`src/rtl/stark_fpu_steer.sv`:
```
`default_nettype none
// +----------------------------------------------------------------------------+
// | Package : Stark_pkg                                                        |
// | Brief   : Instruction format and opcode constants used by the FPU steerer. |
// | Rev     : 1.0 - initial release                                            |
// +----------------------------------------------------------------------------+
package Stark_pkg;

  // 32-bit instruction: major opcode, FP sub-op, remaining payload.
  typedef struct packed {
    logic [3:0]  op4;
    logic [23:0] payload;
    logic [3:0]  opcode;
  } instruction_t;

  localparam logic [3:0] OP_FLT    = 4'h7;
  localparam logic [3:0] FOP4_TRIG = 4'h3;
  localparam logic [3:0] FOP4_G10  = 4'h9;

endpackage

// +----------------------------------------------------------------------------+
// | Module  : stark_fpu_steer                                                  |
// | Brief   : Classifies incoming FP instructions and steers them into         |
// |           per-FPU FIFOs: special ops pinned to channel 0, general ops      |
// |           round-robin over non-full channels, non-FP ops discarded.        |
// | Rev     : 1.0 - initial release                                            |
// +----------------------------------------------------------------------------+
module stark_fpu_steer
  import Stark_pkg::*;
#(
  parameter int NFPU = 2,
  parameter int DEP  = 4,
  parameter int TAGW = 6
) (
  input  logic                                   clk,
  input  logic                                   rst,
  input  logic                                   flush,
  input  logic                                   in_v,
  output logic                                   in_rdy,
  input  instruction_t                           in_instr,
  input  logic [TAGW-1:0]                        in_tag,
  output logic [NFPU-1:0]                        out_v,
  input  logic [NFPU-1:0]                        out_rdy,
  output instruction_t [NFPU-1:0]                out_instr,
  output logic [NFPU-1:0][TAGW-1:0]              out_tag,
  output logic [NFPU-1:0][$clog2(DEP+1)-1:0]     cnt,
  output logic                                   bad_op
);

  localparam int c_CW = $clog2(DEP+1);
  localparam int c_PW = $clog2(DEP);
  localparam int c_RW = (NFPU > 1) ? $clog2(NFPU) : 1;
  localparam int c_DW = $bits(instruction_t) + TAGW;

  logic            w_is_flt;
  logic            w_f0;
  logic            w_fg;
  logic            w_nf;
  logic            w_acc;
  logic [NFPU-1:0] w_full;
  logic            w_found;
  logic [c_RW-1:0] w_sel;
  logic [c_RW-1:0] w_rr_nxt;
  logic [c_RW-1:0] r_rr;
  logic            r_bad_op;

  assign w_is_flt = (in_instr.opcode == OP_FLT);
  assign w_f0     = w_is_flt && ((in_instr.op4 == FOP4_TRIG) || (in_instr.op4 == FOP4_G10));
  assign w_fg     = w_is_flt && !w_f0;
  assign w_nf     = !w_is_flt;

  // A flush cycle swallows nothing: the presented input is simply not taken.
  assign w_acc    = in_v && in_rdy && !flush;

  // First non-full channel at or above rr, then wrap to the channels below rr.
  always_comb begin
    w_found = 1'b0;
    w_sel   = '0;
    for (int c = 0; c < NFPU; c++) begin
      if (!w_found && (c >= int'(r_rr)) && !w_full[c]) begin
        w_found = 1'b1;
        w_sel   = c_RW'(c);
      end
    end
    for (int c = 0; c < NFPU; c++) begin
      if (!w_found && (c < int'(r_rr)) && !w_full[c]) begin
        w_found = 1'b1;
        w_sel   = c_RW'(c);
      end
    end
  end

  // Pointer advances one past the chosen channel, wrapping at NFPU.
  always_comb begin
    w_rr_nxt = '0;
    if (w_sel != c_RW'(NFPU-1)) begin
      w_rr_nxt = w_sel + c_RW'(1);
    end
  end

  // Readiness depends only on queue state and input class, never on out_rdy.
  always_comb begin
    in_rdy = 1'b1;
    if (w_f0) begin
      in_rdy = !w_full[0];
    end else if (w_fg) begin
      in_rdy = w_found;
    end
  end

  // Round-robin pointer moves only on general-class accepts.
  always_ff @(posedge clk or posedge rst) begin
    if (rst) begin
      r_rr <= '0;
    end else if (flush) begin
      r_rr <= '0;
    end else if (w_acc && w_fg) begin
      r_rr <= w_rr_nxt;
    end
  end

  // One-cycle pulse when a non-FP instruction is accepted and dropped.
  always_ff @(posedge clk or posedge rst) begin
    if (rst) begin
      r_bad_op <= 1'b0;
    end else if (flush) begin
      r_bad_op <= 1'b0;
    end else begin
      r_bad_op <= w_acc && w_nf;
    end
  end

  assign bad_op = r_bad_op;

  for (genvar c = 0; c < NFPU; c++) begin : g_ch
    logic [c_DW-1:0] r_mem [DEP];
    logic [c_PW-1:0] r_wp;
    logic [c_PW-1:0] r_rp;
    logic [c_CW-1:0] r_cnt;
    logic [c_DW-1:0] w_head;
    logic            w_push;
    logic            w_pop;

    assign w_push = w_acc && ((w_f0 && (c == 0)) || (w_fg && (int'(w_sel) == c)));
    assign w_pop  = out_v[c] && out_rdy[c];

    assign w_full[c]    = (r_cnt == c_CW'(DEP));
    assign out_v[c]     = (r_cnt != '0);
    assign cnt[c]       = r_cnt;
    assign w_head       = r_mem[r_rp];
    assign out_instr[c] = instruction_t'(w_head[c_DW-1:TAGW]);
    assign out_tag[c]   = w_head[TAGW-1:0];

    // Entry storage carries no reset; validity is tracked by the count.
    always_ff @(posedge clk) begin
      if (w_push) begin
        r_mem[r_wp] <= {in_instr, in_tag};
      end
    end

    // Pointers wrap naturally since DEP is a power of two.
    always_ff @(posedge clk or posedge rst) begin
      if (rst) begin
        r_wp  <= '0;
        r_rp  <= '0;
        r_cnt <= '0;
      end else if (flush) begin
        r_wp  <= '0;
        r_rp  <= '0;
        r_cnt <= '0;
      end else begin
        if (w_push) begin
          r_wp <= r_wp + c_PW'(1);
        end
        if (w_pop) begin
          r_rp <= r_rp + c_PW'(1);
        end
        if (w_push && !w_pop) begin
          r_cnt <= r_cnt + c_CW'(1);
        end else if (!w_push && w_pop) begin
          r_cnt <= r_cnt - c_CW'(1);
        end
      end
    end
  end

endmodule
`default_nettype wire

```
`config.mk`:
```
export PLATFORM = sky130hd
export DESIGN_NAME = stark_fpu_steer
export DESIGN_NICKNAME = d
export VERILOG_FILES = /design/src/rtl/stark_fpu_steer.sv
export SDC_FILE = /design/constraint.sdc
export NUM_CORES = 1
export LEC_CHECK = 0
export CORE_ASPECT_RATIO = 2
export CORE_UTILIZATION = 40
export CTS_CLUSTER_DIAMETER = 30
export DETAILED_ROUTE_END_ITERATION = 10
export PLACE_DENSITY = 0.68
export SETUP_SLACK_MARGIN = 0.05
export SLEW_MARGIN = 10
export SYNTH_ARGS = -nofsm -noshare
export SYNTH_HDL_FRONTEND = slang
export SYNTH_SLANG_ARGS = --single-unit
```
`constraint.sdc`:
```
create_clock -name clk -period 3.3 [get_ports clk]
set_input_delay 0.33 -clock clk [delete_from_list [all_inputs] [get_ports clk]]
set_output_delay 0.33 -clock clk [all_outputs]
set_load 0.02 [all_outputs]
```
; ---- Word level (Yosys, flattened, before mapping)
; Memory sizes are Yosys's and may differ from the RTL's.
; Cells that the tools add are included.
[word_totals]
mem_bits_rw = 304
ff_bits = 16
out_inout_bits = 86
memories = 2
word_cells = 98
in_bits = 44
mem_bits_ro = 0
latchBits = 0
[mem_list]
columns = memory, words, word_bits, read_ports, rd_clocked_by_memory_dff, write_ports, line_no
row1 = g_ch[0].r_mem, 4, 38, 1, 0, 1, 137  ; logic [c_DW-1:0] r_mem [DEP];
row2 = g_ch[1].r_mem, 4, 38, 1, 0, 1, 137
[op_classes]
div_mod_pow = 0
order_cmp = 2
muxes = 29
mul = 0
n_addsub = 9
reduce_logical = 42
n_eq_ne = 5
n_shift = 0
bitwise_logic = 1
[op_table]
columns = op, n
row1 = logical AND 1 bit, 20
row2 = two-way mux 3 bit, 6
row3 = two-way mux 2 bit, 8
row4 = two-way mux 1 bit, 15
row5 = nonzero test 3 bit, 4
row6 = logical NOT 1 bit, 11
row7 = nonzero test 2 bit, 5
row8 = "adder 2 x 1 -> 2 bit, second input constant", 4
row9 = "adder 3 x 1 -> 3 bit, second input constant", 2
row10 = "== test 3 bit, second input constant", 2
row11 = "subtractor 3 x 1 -> 3 bit, second input constant", 2
row12 = "== test 4 x 2 -> 1 bit, second input constant", 1
row13 = "== test 4 x 3 -> 1 bit, second input constant", 1
row14 = "== test 4 bit, second input constant", 1
row15 = logical OR 1 bit, 2
row16 = "adder 1 bit, second input constant", 1
row17 = ">= comparator 1 bit, first input constant", 1
row18 = "< comparator 1 bit, first input constant", 1
row19 = NOT 1 bit, 1

; ---- Logic depth before layout (Yosys ltp)
[depth]
word_depth = 21
depth_mapped = 10
depth_no_buf = 9

; ---- Worst setup path before layout
; OpenSTA, ideal clock, no wires.
[synth_timing]
path_kind = flip-flop to flip-flop
startpoint = reg g_ch[1].r_cnt[0]
endpoint = mem g_ch[0].r_mem[0][0] (netlist bit) (enable)
required_ns = 2.901
period_less_slack_ns = 2.877
n_path_buf = 1
setup_slack_ns = 0.423
stages_incl_launch_ff = 6
t_arrival_ns = 2.478
setup_time_ns = 0.399
cell_sequence = dfrtp_1 or3b_1 o21a_2 a211oi_4 buf_4 and2_1
[synth_via]
elab_chain_cells = 15
elab_cells_between_ends = 20
cone_classes = eq/ne (1) / mux (8) / bitwise (1) / reduce/logical (10)
[synth_lines]
columns = item, line_no
row1 = "start, declared", 140  ; logic [c_CW-1:0] r_cnt;
row2 = "start signal, assigned", 180  ; r_cnt <= r_cnt + c_CW'(1);
row3 = "start signal, assigned", 182  ; r_cnt <= r_cnt - c_CW'(1);
row4 = == test 3 bit (*), 148  ; assign w_full[c] = (r_cnt == c_CW'(DEP));
row5 = logical NOT 1 bit (*), n/a
row6 = logical AND 1 bit (*), 81  ; if (!w_found && (c >= int'(r_rr)) && !w_full[c]) begin
row7 = two-way mux 1 bit, 81
row8 = logical NOT 1 bit, 87  ; if (!w_found && (c < int'(r_rr)) && !w_full[c]) begin
row9 = logical AND 1 bit (2 in a row), 87
row10 = two-way mux 1 bit, 87
row11 = two-way mux 1 bit, 107  ; end else if (w_fg) begin
row12 = two-way mux 1 bit, 105  ; if (w_f0) begin
row13 = logical AND 1 bit (2 in a row), 74  ; assign w_acc = in_v && in_rdy && !flush;
row14 = logical AND 1 bit (*), 145  ; assign w_push = w_acc && ((w_f0 && (c == 0)) || (w_fg && (int'(w_sel) == c)));
row15 = two-way mux 1 bit (*), 157  ; if (w_push) begin
row16 = two-way mux 1 bit (implied by the code) (*), 158  ; r_mem[r_wp] <= {in_instr, in_tag};
row17 = "end, declared", 137
; Mark *: on every way between the ends. The rest lies on a longest branch, timed or not.

==> metrics.txt <==
fraction of layout cells with a size suffix above 1 23.7%; DP Worst Slack 218 ps; sequential area share after synthesis 79.0%; initial core utilization about two fifths; #FFs+latches synth between 300 and 400; Critical Path RT 2970 ps; ys async rst share about 5%; post-CTS sizing 0; clk_skew around 8.2 ps; TritonRoute pass-1 iters 8; Crit Path Max Fanout 21; die area between 30000 and 40000 µm²; Overall Global Routing Usage 16.6%; Root Driver clkbuf_16; Max clock buf depth 3; clk slew on worst S/H paths 60 ps; average wire per standard cell 23.6 µm; WP data arrival roughly 2700 ps; Post-Place Cells 1018; TritonCTS Buffers 30; RSZ-0062 raised after global routing no; # nets final 741; Unique masters post-synth 41; final WL 25400 µm; CP Class flop to primary output; MaxCap Viol Count 0; ys flop type edfxtp_1; PD cells slightly above 700 nW/µm²; antenna cells 0; final setup vio count 0; worst slew pin tran 642 ps; DRC Markers 21; CP startpoint kind flop; clock sink count 320; I/O pin cnt 130; Post-CTS Setup Repair Bufs 0; vias in the first global route 6287; final slew viol count 0; GRT overflow 0; row count between 80 and 90; RePlAce Congestion 0.782; yosys warns 0; routed vias/inst 5.36; Post-synth EDFFs 304; fmax between 300 and 400 MHz; via count 5751; final std cells w/o fill around 1100; initial antenna violation count 1; final hold viol count 0; pin count of the biggest net entering global routing 41; VDD IR max 0.474 mV; Layout area overhead 23.9%; DR iter-0 viols 527; setup TNS 0 ps; CTS Hold Bufs 0; Worst-Skew Late Latency 550 ps; Synth Net Count slightly below 600; Post-Syn Area 12100 µm²; Avg Inst Size Synth 23.1 µm²; Hold WS 168 ps; Static Leak around 4.7 nW; CORE AREA 29600 µm²; failing checks DRC; Tcrit/Tclk final 92.1%; Die Span Y 248 µm; final HPWL from detailed placement 16500 µm; H-tree depth 1; CP endpoint kind primary output; Pwr Total 0.0106 W; CTS tree built; wire length of the first global-routing pass 37700 µm; Die W approximately 120 µm; worst min-delay path class input pin to asynchronous set/reset pin; Slew headroom 57.1%; Mapped Cells 523; min Tclk post-route just over 3000 ps; final worst slack roughly 260 ps; post-route ant nets 0; IO Port Bufs between 100 and 150; status finished, violations left
-- registers in the layout, indices dropped and copies added (netlist names) --
register / cells
r_rr: 1
bad_op: 1
g_ch.r_cnt: 6
g_ch.r_mem: 304
g_ch.r_rp: 4
g_ch.r_wp: 4
-- routing by layer --
layer  vias to the layer above  GRT usage [%]  wire length [µm]
met1                      3053           17.9              8710
met4                         2           7.53               918
li1                       2496              -                 -
met3                        45           2.11               940
met2                       155           32.3             14800
met5                         -              0                14
-- worst max-delay path: stages, from the launching register on --
cell and delay, ps:
dfrtp_4 730, buf_12 280, mux4_2 560, clkdlybuf4s50_1 570
-- metrics by stage --
| stage | util (%) | area [µm²] |
|---|---|---|
| 2_1_floorplan | - | 12100 |
| 3_3_place_gp | 47.2 | 14000 |
| 3_5_place_dp | 47.2 | 14000 |
| 4_1_cts | 50.4 | 14900 |
| 5_1_grt | 50.5 | 15000 |
| 6_report | 50.5 | 15000 |
-- cells in the final DEF (no fill, tap or decap), types with 5 or more instances in the layout --
cell,netlist,final
clkdlybuf4s50_1,0,129
clkinv_2,0,6
nor3_1,8,8
nand2_1,8,8
clkinvlp_4,0,5
buf_12,0,5
inv_1,9,9
buf_4,1,21
clkbuf_16,0,31
dfrtp_1,16,12
nor2_1,14,14
mux4_2,76,76
ha_1,8,8
edfxtp_1,304,304
-- power by group --
| part | switching (W) | internal (W) | total (W) |
|---|---|---|---|
| combinational | 0.00122 | 0.00132 | 0.00254 |
| clock | 0.00143 | 0.00188 | 0.00331 |
| sequential | 0.000198 | 0.00451 | 0.00471 |
-- cells by family after synthesis --
group / count (synthesis) / synth area share, %
buf+inv: 32 / 1.12
simple gates: 57 / 2.60
mux: 78 / 14.4
flops: 320 / 79.0
compound gates: 19 / 1.17
xor+xnor: 7 / 0.622
fa+ha+maj: 10 / 1.16
-- area by class of cell --
class,instances,area (µm²)
Tap cell,364,455
Clock inverter,19,170
Sequential cell,320,9540
Fill cell,2342,14700
Multi-Input combinational cell,171,2410
Inverter,9,33.8
Timing Repair Buffer,155,1550
Clock buffer,35,791
-- synthesized netlist by cell type, types with 2 or more instances --
| cell | number | share of area [%] |
|---|---|---|
| fa_1 | 2 | 0.33 |
| ha_1 | 8 | 0.83 |
| nor3b_1 | 4 | 0.25 |
| o31a_1 | 2 | 0.15 |
| edfxtp_1 | 304 | 76 |
| xnor2_1 | 4 | 0.29 |
| o21bai_1 | 2 | 0.12 |
| nand2_1 | 8 | 0.25 |
| a21oi_1 | 4 | 0.17 |
| and3_1 | 4 | 0.21 |
| nand2b_1 | 2 | 0.10 |
| inv_1 | 9 | 0.28 |
| or3_1 | 2 | 0.10 |
| xor2_1 | 2 | 0.15 |
| buf_2 | 9 | 0.37 |
| o21ai_0 | 4 | 0.17 |
| dfrtp_1 | 16 | 3.3 |
| nor3_1 | 8 | 0.33 |
| nor2b_1 | 3 | 0.16 |
| mux4_2 | 76 | 14 |
| nor4_1 | 2 | 0.10 |
| and2_1 | 4 | 0.21 |
| nor2_1 | 14 | 0.44 |
| clkbuf_1 | 13 | 0.40 |
-- path summary, 6_finish.rpt --
path                                       end  cells after the start        startpoint  slack (ps)
setup / recovery                  out_instr[4]                      3   g_ch[0].r_rp[0]         260
hold / removal                g_ch[0].r_cnt[1]                      2               rst         170
setup reg to reg              g_ch[1].r_cnt[2]                      7  g_ch[1].r_cnt[0]         780
hold reg to reg                g_ch[1].r_wp[1]                      2   g_ch[1].r_wp[1]         600
max in group asynchronous      g_ch[1].r_rp[0]                      2               rst        2650
min in group clk           g_ch[0].r_mem[2][7]                      1       in_instr[1]         470
(Power assumes the default switching activity.)
